$ cat src/rtl/sys_types.sv
// Shared types for the convolution tile sequencer: state encoding and array geometry.
package sys_types;

  localparam int SA_N  = 4;  // systolic array edge, also the output tile edge
  localparam int VEC_W = 4;  // input channels carried by one PE vector

  typedef enum logic [1:0] {
    S_IDLE  = 2'd0,
    S_ISSUE = 2'd1,
    S_DONE  = 2'd2
  } seq_state_t;

endpackage

$ cat src/rtl/window_mask_gen.sv
// Combinational in-bounds mask for SA_N consecutive positions starting at a signed base.
module window_mask_gen #(
  parameter int SA_N    = 4,
  parameter int BASE_W  = 11,
  parameter int BOUND_W = 16
) (
  input  logic signed [BASE_W-1:0]  base,
  input  logic        [BOUND_W-1:0] bound,
  output logic        [SA_N-1:0]    mask
);
  import sys_types::*;

  // Wide enough to hold base+SA_N and the unsigned bound without wrap.
  localparam int EXT_W = ((BASE_W > BOUND_W) ? BASE_W : BOUND_W) + 2;

  logic signed [EXT_W-1:0] bound_ext;
  logic signed [EXT_W-1:0] base_ext;

  assign bound_ext = $signed({{(EXT_W-BOUND_W){1'b0}}, bound});
  assign base_ext  = $signed({{(EXT_W-BASE_W){base[BASE_W-1]}}, base});

  // One comparator pair per lane: inside when 0 <= base+i < bound.
  generate
    for (genvar gi = 0; gi < SA_N; gi++) begin : g_lane
      logic signed [EXT_W-1:0] pos;
      assign pos      = base_ext + $signed(EXT_W'(gi));
      assign mask[gi] = !pos[EXT_W-1] && (pos < bound_ext);
    end
  endgenerate

endmodule

$ cat src/rtl/conv_tile_sequencer.sv
// Walks kernel rows, kernel columns and channel groups of one output tile,
// issuing one registered window request per reduction point.
module conv_tile_sequencer #(
  parameter int MAX_NUM_CH = 64,
  parameter int MAX_N      = 512,
  parameter int SA_N       = 4,
  parameter int VEC_W      = 4,
  parameter int K          = 3,
  parameter int PAD        = 1,
  parameter int WADDR_W    = 16,
  localparam int POS_W     = $clog2(MAX_N),
  localparam int CH_W      = $clog2(MAX_NUM_CH),
  localparam int NCH_W     = $clog2(MAX_NUM_CH + 1),
  localparam int CG_W      = $clog2(MAX_NUM_CH / VEC_W)
) (
  input  logic                     clk,
  input  logic                     reset,
  input  logic                     reset_sta,
  input  logic                     start_compute,
  input  logic [POS_W-1:0]         controller_pos_row,
  input  logic [POS_W-1:0]         controller_pos_col,
  input  logic [CH_W-1:0]          chnnl_idx,
  input  logic [NCH_W-1:0]         num_input_channels,
  input  logic [15:0]              in_h,
  input  logic [15:0]              in_w,
  output logic                     req_valid,
  input  logic                     req_ready,
  output logic signed [POS_W:0]    req_row,
  output logic signed [POS_W:0]    req_col,
  output logic [CG_W-1:0]          req_cg,
  output logic [SA_N-1:0]          req_row_mask,
  output logic [SA_N-1:0]          req_col_mask,
  output logic [WADDR_W-1:0]       req_waddr,
  output logic                     req_last,
  output logic                     done
);
  import sys_types::*;

  localparam int KC_W   = (K > 1) ? $clog2(K) : 1;
  localparam int NCG_W  = CG_W + 1;
  // One extra bit over the request width so pos+K-1-PAD never wraps internally.
  localparam int BASE_W = POS_W + 2;

  seq_state_t state_q, state_d;

  logic [KC_W-1:0]    kr_q, kr_d, kc_q, kc_d;
  logic [CG_W-1:0]    cg_q, cg_d;
  logic [NCG_W-1:0]   ncg_q, ncg_d;
  logic [POS_W-1:0]   pos_row_q, pos_row_d, pos_col_q, pos_col_d;
  logic [15:0]        in_h_q, in_h_d, in_w_q, in_w_d;
  logic [WADDR_W-1:0] waddr_q, waddr_d;

  logic signed [POS_W:0] req_row_q, req_row_d, req_col_q, req_col_d;
  logic [CG_W-1:0]       req_cg_q, req_cg_d;
  logic [SA_N-1:0]       row_mask_q, row_mask_d, col_mask_q, col_mask_d;
  logic                  req_last_q, req_last_d;

  logic load_en;   // a new reduction point is presented on the next edge
  logic clear_en;  // per-tile clear requested

  // Channel-group count and weight base are only computed at tile start.
  logic [NCH_W:0]     ch_round;
  logic [NCH_W:0]     ncg_div;
  logic [NCG_W-1:0]   ncg_start;
  logic [WADDR_W-1:0] waddr_base;

  assign ch_round   = {1'b0, num_input_channels} + (NCH_W+1)'(VEC_W - 1);
  assign ncg_div    = ch_round / (NCH_W+1)'(VEC_W);
  assign ncg_start  = (ncg_div == '0) ? NCG_W'(1) : NCG_W'(ncg_div);
  assign waddr_base = WADDR_W'(chnnl_idx) * WADDR_W'(K * K) * WADDR_W'(ncg_start);

  // Window origin of the point being loaded, in input coordinates.
  logic signed [BASE_W-1:0] row_base_d, col_base_d;
  logic [SA_N-1:0]          row_mask_calc, col_mask_calc;
  logic                     is_last_d;

  assign row_base_d = $signed({2'b00, pos_row_d}) + $signed(BASE_W'(kr_d)) - $signed(BASE_W'(PAD));
  assign col_base_d = $signed({2'b00, pos_col_d}) + $signed(BASE_W'(kc_d)) - $signed(BASE_W'(PAD));
  assign is_last_d  = (kr_d == KC_W'(K - 1)) && (kc_d == KC_W'(K - 1)) &&
                      ({1'b0, cg_d} == (ncg_d - NCG_W'(1)));

  window_mask_gen #(.SA_N(SA_N), .BASE_W(BASE_W), .BOUND_W(16)) u_row_mask (
    .base  (row_base_d),
    .bound (in_h_d),
    .mask  (row_mask_calc)
  );

  window_mask_gen #(.SA_N(SA_N), .BASE_W(BASE_W), .BOUND_W(16)) u_col_mask (
    .base  (col_base_d),
    .bound (in_w_d),
    .mask  (col_mask_calc)
  );

  // Next-state, loop counters and latched tile context; cg innermost, then kc, then kr.
  always_comb begin
    state_d   = state_q;
    kr_d      = kr_q;
    kc_d      = kc_q;
    cg_d      = cg_q;
    ncg_d     = ncg_q;
    pos_row_d = pos_row_q;
    pos_col_d = pos_col_q;
    in_h_d    = in_h_q;
    in_w_d    = in_w_q;
    waddr_d   = waddr_q;
    load_en   = 1'b0;
    clear_en  = 1'b0;
    case (state_q)
      S_IDLE: begin
        if (start_compute) begin
          state_d   = S_ISSUE;
          pos_row_d = controller_pos_row;
          pos_col_d = controller_pos_col;
          in_h_d    = in_h;
          in_w_d    = in_w;
          ncg_d     = ncg_start;
          kr_d      = '0;
          kc_d      = '0;
          cg_d      = '0;
          waddr_d   = waddr_base;
          load_en   = 1'b1;
        end
      end
      S_ISSUE: begin
        if (req_ready) begin
          if (req_last_q) begin
            state_d = S_DONE;
          end else begin
            load_en = 1'b1;
            waddr_d = waddr_q + WADDR_W'(1);
            if (({1'b0, cg_q} + NCG_W'(1)) == ncg_q) begin
              cg_d = '0;
              if (kc_q == KC_W'(K - 1)) begin
                kc_d = '0;
                kr_d = kr_q + KC_W'(1);
              end else begin
                kc_d = kc_q + KC_W'(1);
              end
            end else begin
              cg_d = cg_q + CG_W'(1);
            end
          end
        end
      end
      S_DONE: begin
        state_d = S_DONE;
      end
      default: begin
        state_d = S_IDLE;
      end
    endcase
    // A per-tile clear beats any concurrent transfer; that request is dropped.
    if (reset_sta) begin
      state_d  = S_IDLE;
      kr_d     = '0;
      kc_d     = '0;
      cg_d     = '0;
      waddr_d  = '0;
      load_en  = 1'b0;
      clear_en = 1'b1;
    end
  end

  // Request fields: refresh only when a new point is loaded so they hold under backpressure.
  always_comb begin
    req_row_d  = req_row_q;
    req_col_d  = req_col_q;
    req_cg_d   = req_cg_q;
    row_mask_d = row_mask_q;
    col_mask_d = col_mask_q;
    if (clear_en) begin
      req_row_d  = '0;
      req_col_d  = '0;
      req_cg_d   = '0;
      row_mask_d = '0;
      col_mask_d = '0;
    end else if (load_en) begin
      req_row_d  = $signed(row_base_d[POS_W:0]);
      req_col_d  = $signed(col_base_d[POS_W:0]);
      req_cg_d   = cg_d;
      row_mask_d = row_mask_calc;
      col_mask_d = col_mask_calc;
    end
    req_last_d = (state_d == S_ISSUE) && (load_en ? is_last_d : req_last_q);
  end

  // State, counters, latched context and registered request fields.
  always_ff @(posedge clk) begin
    if (reset) begin
      state_q    <= S_IDLE;
      kr_q       <= '0;
      kc_q       <= '0;
      cg_q       <= '0;
      ncg_q      <= '0;
      pos_row_q  <= '0;
      pos_col_q  <= '0;
      in_h_q     <= '0;
      in_w_q     <= '0;
      waddr_q    <= '0;
      req_row_q  <= '0;
      req_col_q  <= '0;
      req_cg_q   <= '0;
      row_mask_q <= '0;
      col_mask_q <= '0;
      req_last_q <= 1'b0;
    end else begin
      state_q    <= state_d;
      kr_q       <= kr_d;
      kc_q       <= kc_d;
      cg_q       <= cg_d;
      ncg_q      <= ncg_d;
      pos_row_q  <= pos_row_d;
      pos_col_q  <= pos_col_d;
      in_h_q     <= in_h_d;
      in_w_q     <= in_w_d;
      waddr_q    <= waddr_d;
      req_row_q  <= req_row_d;
      req_col_q  <= req_col_d;
      req_cg_q   <= req_cg_d;
      row_mask_q <= row_mask_d;
      col_mask_q <= col_mask_d;
      req_last_q <= req_last_d;
    end
  end

  assign req_valid    = (state_q == S_ISSUE);
  assign done         = (state_q == S_DONE);
  assign req_row      = req_row_q;
  assign req_col      = req_col_q;
  assign req_cg       = req_cg_q;
  assign req_row_mask = row_mask_q;
  assign req_col_mask = col_mask_q;
  assign req_waddr    = waddr_q;
  assign req_last     = req_last_q;

endmodule

$ cat config.mk
export PLATFORM = sky130hd
export DESIGN_NAME = conv_tile_sequencer
export DESIGN_NICKNAME = d
export VERILOG_FILES = /design/src/rtl/sys_types.sv /design/src/rtl/window_mask_gen.sv /design/src/rtl/conv_tile_sequencer.sv
export SDC_FILE = /design/constraint.sdc
export NUM_CORES = 1
export LEC_CHECK = 0
export BUFFER_PORTS_ARGS = -buffer_cell sky130_fd_sc_hd__buf_4
export CAP_MARGIN = 0
export CELL_PAD_IN_SITES_DETAIL_PLACEMENT = 0
export CELL_PAD_IN_SITES_GLOBAL_PLACEMENT = 1
export CORE_UTILIZATION = 46
export CTS_CLUSTER_SIZE = 24
export DETAILED_ROUTE_END_ITERATION = 10
export PLACE_DENSITY_LB_ADDON = 0.1
export SYNTH_ARGS = -nofsm -noshare
export SYNTH_HDL_FRONTEND = slang
export SYNTH_SLANG_ARGS = --single-unit
$ cat constraint.sdc
create_clock -name clk -period 7 [get_ports clk]
set_input_delay 0.7 -clock clk [delete_from_list [all_inputs] [get_ports clk]]
set_output_delay 0.7 -clock clk [all_outputs]
set_load 0.02 [all_outputs]
==> reports/summary.txt <==
Yosys cell types -> 79
Critical path's largest stage delay -> 0.56 ns
CTS Buf Count -> 17
Initial antenna violation count -> 0
Share of cells above drive strength 1 -> 0.1425
Die Ht -> 155.9 um
Clock skew -> 0.02690 ns
Non-filler cells, final -> 1738
Port bufs -> 118
Hpwl dp -> 22420 um
Num Clock Sinks -> 114
Final Slew Violations -> 0
Worst hold slack -> 0.4483 ns
Final TNS setup -> 0 ns
Antenna diode count -> 0
Iteration-0 DRC Markers -> 435
Worst slew pin tran -> 1.087 ns
Vias in the first global route -> 9333
Mapped Nets -> 1572
Dpl cell area -> 12160 sq um
Design area -> 12760 sq um
Hold Vio Cnt, Final -> 0
Longest Clk Path Bufs -> 2
Post-synth EDFFs -> 0
DRT Pass-1 Iters -> 4
Post-route ant nets -> 0
CP startpoint kind -> flop
Pin count of the biggest net entering global routing -> 61
H-tree Lvls -> 4
I/O Pins -> 119
Final period utilization -> 0.9330
Mapped Area -> 10890 sq um
GP Congestion -> 0.8510
Post CTS Setup Buffer Count -> 0
Die area -> 24300 sq um
Ys async rst share -> 0
Worst Path Max Fanout -> 7
Fin crit period -> 6.531 ns
CTS tree -> built
MaxCap Viol Count -> 0
Die width -> 155.9 um
CTS Root Cell -> clkbuf_16
Required @ worst endpoint -> 7.33 ns
RSZ-0062 raised after global routing -> false
Worst skew pair latency -> 0.43 ns
Maximum clock rate -> 153.1 MHz
Layout area overhead -> 17.15%
Sequential cell area fraction in the yosys report -> 0.2095
Post-DR wirelength/cell -> 16.50 um
Pwr dens -> 268.8 nW/um^2
Met2 usage -> 0.4137
Status -> finished clean
Final setup violation count -> 0
Placed Cells -> 1706
Worst min-delay path class -> reg2reg
Total congestion overflow -> 0
Total wire length -> 28680 um
Clock slew at reported path FFs -> 0.06 ns
Global-route wire length before repair -> 47810 um
Leak Pwr -> 5.885 nW
Final net count -> 1689
DRC Markers -> 0
Crit end category -> flop
Primary FF master, synth -> dfxtp_1
Cell mode on critical path -> ha_1
Gate Count Post-Synth -> 1295
Most crowded layer after global routing -> met2
Vias per inst -> 5.393
GRT Overall Usage -> 0.2480
Global Route met1 Usage -> 0.3387
R2R setup slack -> 0.47 ns
Slowest cell on crit path -> a31oi_1
Vias -> 9373
Crit-path leading delay family -> compound AO/OA/AOI/OAI gates
Critical path class -> reg2reg
Initial core utilization -> 0.4753
IR drop worst, VDD -> 0.0001289 V
Buf/Inv on CP -> 1
Mean post-synth cell area -> 8.412 sq um
Num rows -> 55
#FFs+latches synth -> 114
Slew margin rel. -> 0.2657
Met3 Use GR -> 0.03750
Worst path arrival time -> 6.86 ns
Yosys Warn Count -> 0
Core Region -> 22920 sq um
[placed cells by master (no fill, tap or decap), types with 23 or more instances in the layout]
| master | Yosys | final |
|---|---|---|
| nor3_1 | 23 | 23 |
| ha_1 | 182 | 182 |
| nor2b_1 | 25 | 25 |
| mux2i_1 | 55 | 55 |
| a21o_1 | 29 | 29 |
| nand3_1 | 26 | 26 |
| xnor2_1 | 59 | 59 |
| fa_1 | 27 | 27 |
| a21oi_1 | 85 | 85 |
| inv_1 | 76 | 76 |
| buf_4 | 1 | 141 |
| o21ai_0 | 41 | 41 |
| dfxtp_1 | 114 | 114 |
| nand2_1 | 108 | 108 |
| xor2_1 | 35 | 35 |
| nor2_1 | 145 | 144 |
[report_power, final]
part | switching [mW] | internal [mW] | leakage (nW)
logic | 1.04 | 0.795 | 4.67
clock network | 0.343 | 0.537 | 0.279
registers | 0.0268 | 0.690 | 0.933
[kinds of logic (layout without fill, tap and decap cells)]
group	after synthesis	after routing	share of synthesized area
xor+xnor	95	95	0.07765
compound gates	274	274	0.1691
mux	57	57	0.05261
fa+ha+maj	209	209	0.2587
simple gates	423	423	0.1863
buf+inv	123	253	0.04617
flops	114	114	0.2095
[cell usage after synthesis, types with 6 or more instances]
library cell	number	area [sq um]
fa_1	27	540.5
mux2i_1	55	550.5
o21bai_1	6	45.04
and3_1	8	50.05
buf_1	7	26.28
nor3_1	23	115.1
ha_1	182	2277
nand2_1	108	405.4
o21a_1	14	105.1
xor2_1	35	306.5
dfxtp_1	114	2282
nand2b_1	17	106.4
a21oi_1	85	425.4
inv_1	76	285.3
nand3_1	26	130.1
a211oi_1	12	90.09
o21ai_0	41	205.2
and2_1	14	87.58
clkbuf_1	27	101.4
nor2_1	145	544.3
o31ai_1	11	82.58
nand4_1	15	93.84
a21boi_0	8	60.06
xnor2_1	59	516.8
a31oi_1	7	43.79
o211ai_1	9	67.56
a21o_1	29	217.7
a2111oi_0	10	87.58
nor2b_1	25	156.4
[tightest hold or removal path, delay by kind of cell (launching register included)]
family | cells | cell delay (ns)
flops | 1 | 0.31
compound gates | 1 | 0.05
simple gates | 1 | 0.05
[layout make-up]
type                       count  area (sq um)
clock inverter                14         156.4
sequential                   114          2282
multi-input combinational   1058          8115
inverter                      79         297.8
fill                        2229         10150
clock buffer                  18         439.2
timing repair buffer         142          1079
tap                          313         391.6
[worst paths after layout]
path / start / end / depth (start not counted)
worst max-delay path: cg_q[0] / req_row_mask[3] / 26
worst min register to register: req_col_mask[2] / req_col_mask[2] / 2
worst min-delay path: req_col_mask[2] / req_col_mask[2] / 2
worst max register to register: cg_q[0] / req_row_mask[3] / 26
[layer usage]
metal	wire, um	vias up	part of all wire
met4	191	0	0.0067
met5	0	-	0
met1	14120	4400	0.49
met2	13310	146	0.46
li1	-	4815	-
met3	1055	12	0.037
[registers in the layout, indices dropped and copies added (netlist names), 4 cells and up]
signal / flops
req_col: 10
req_waddr: 16
in_h_q: 16
req_col_mask: 4
pos_col_q: 9
req_row_mask: 4
cg_q: 4
ncg_q: 5
in_w_q: 16
req_row: 10
req_cg: 4
pos_row_q: 9
[metrics by stage]
stage | utilization | setup WS, ns | power (mW)
6_report | 0.5569 | 0.4689 | 3.430
5_1_grt | 0.5569 | 0.009076 | 3.748
4_1_cts | 0.5566 | 0.3792 | 3.452
3_5_place_dp | 0.5307 | 0.4612 | 2.546
3_3_place_gp | 0.5307 | 0.6272 | 2.539
2_1_floorplan | - | 0.8463 | 2.087
[repair_timing]
action,CTS,global route
setup endpoints to repair,0,1
gates resized for setup,0,1
hold buffers,0,0
Power figures use the tool's default switching activity.
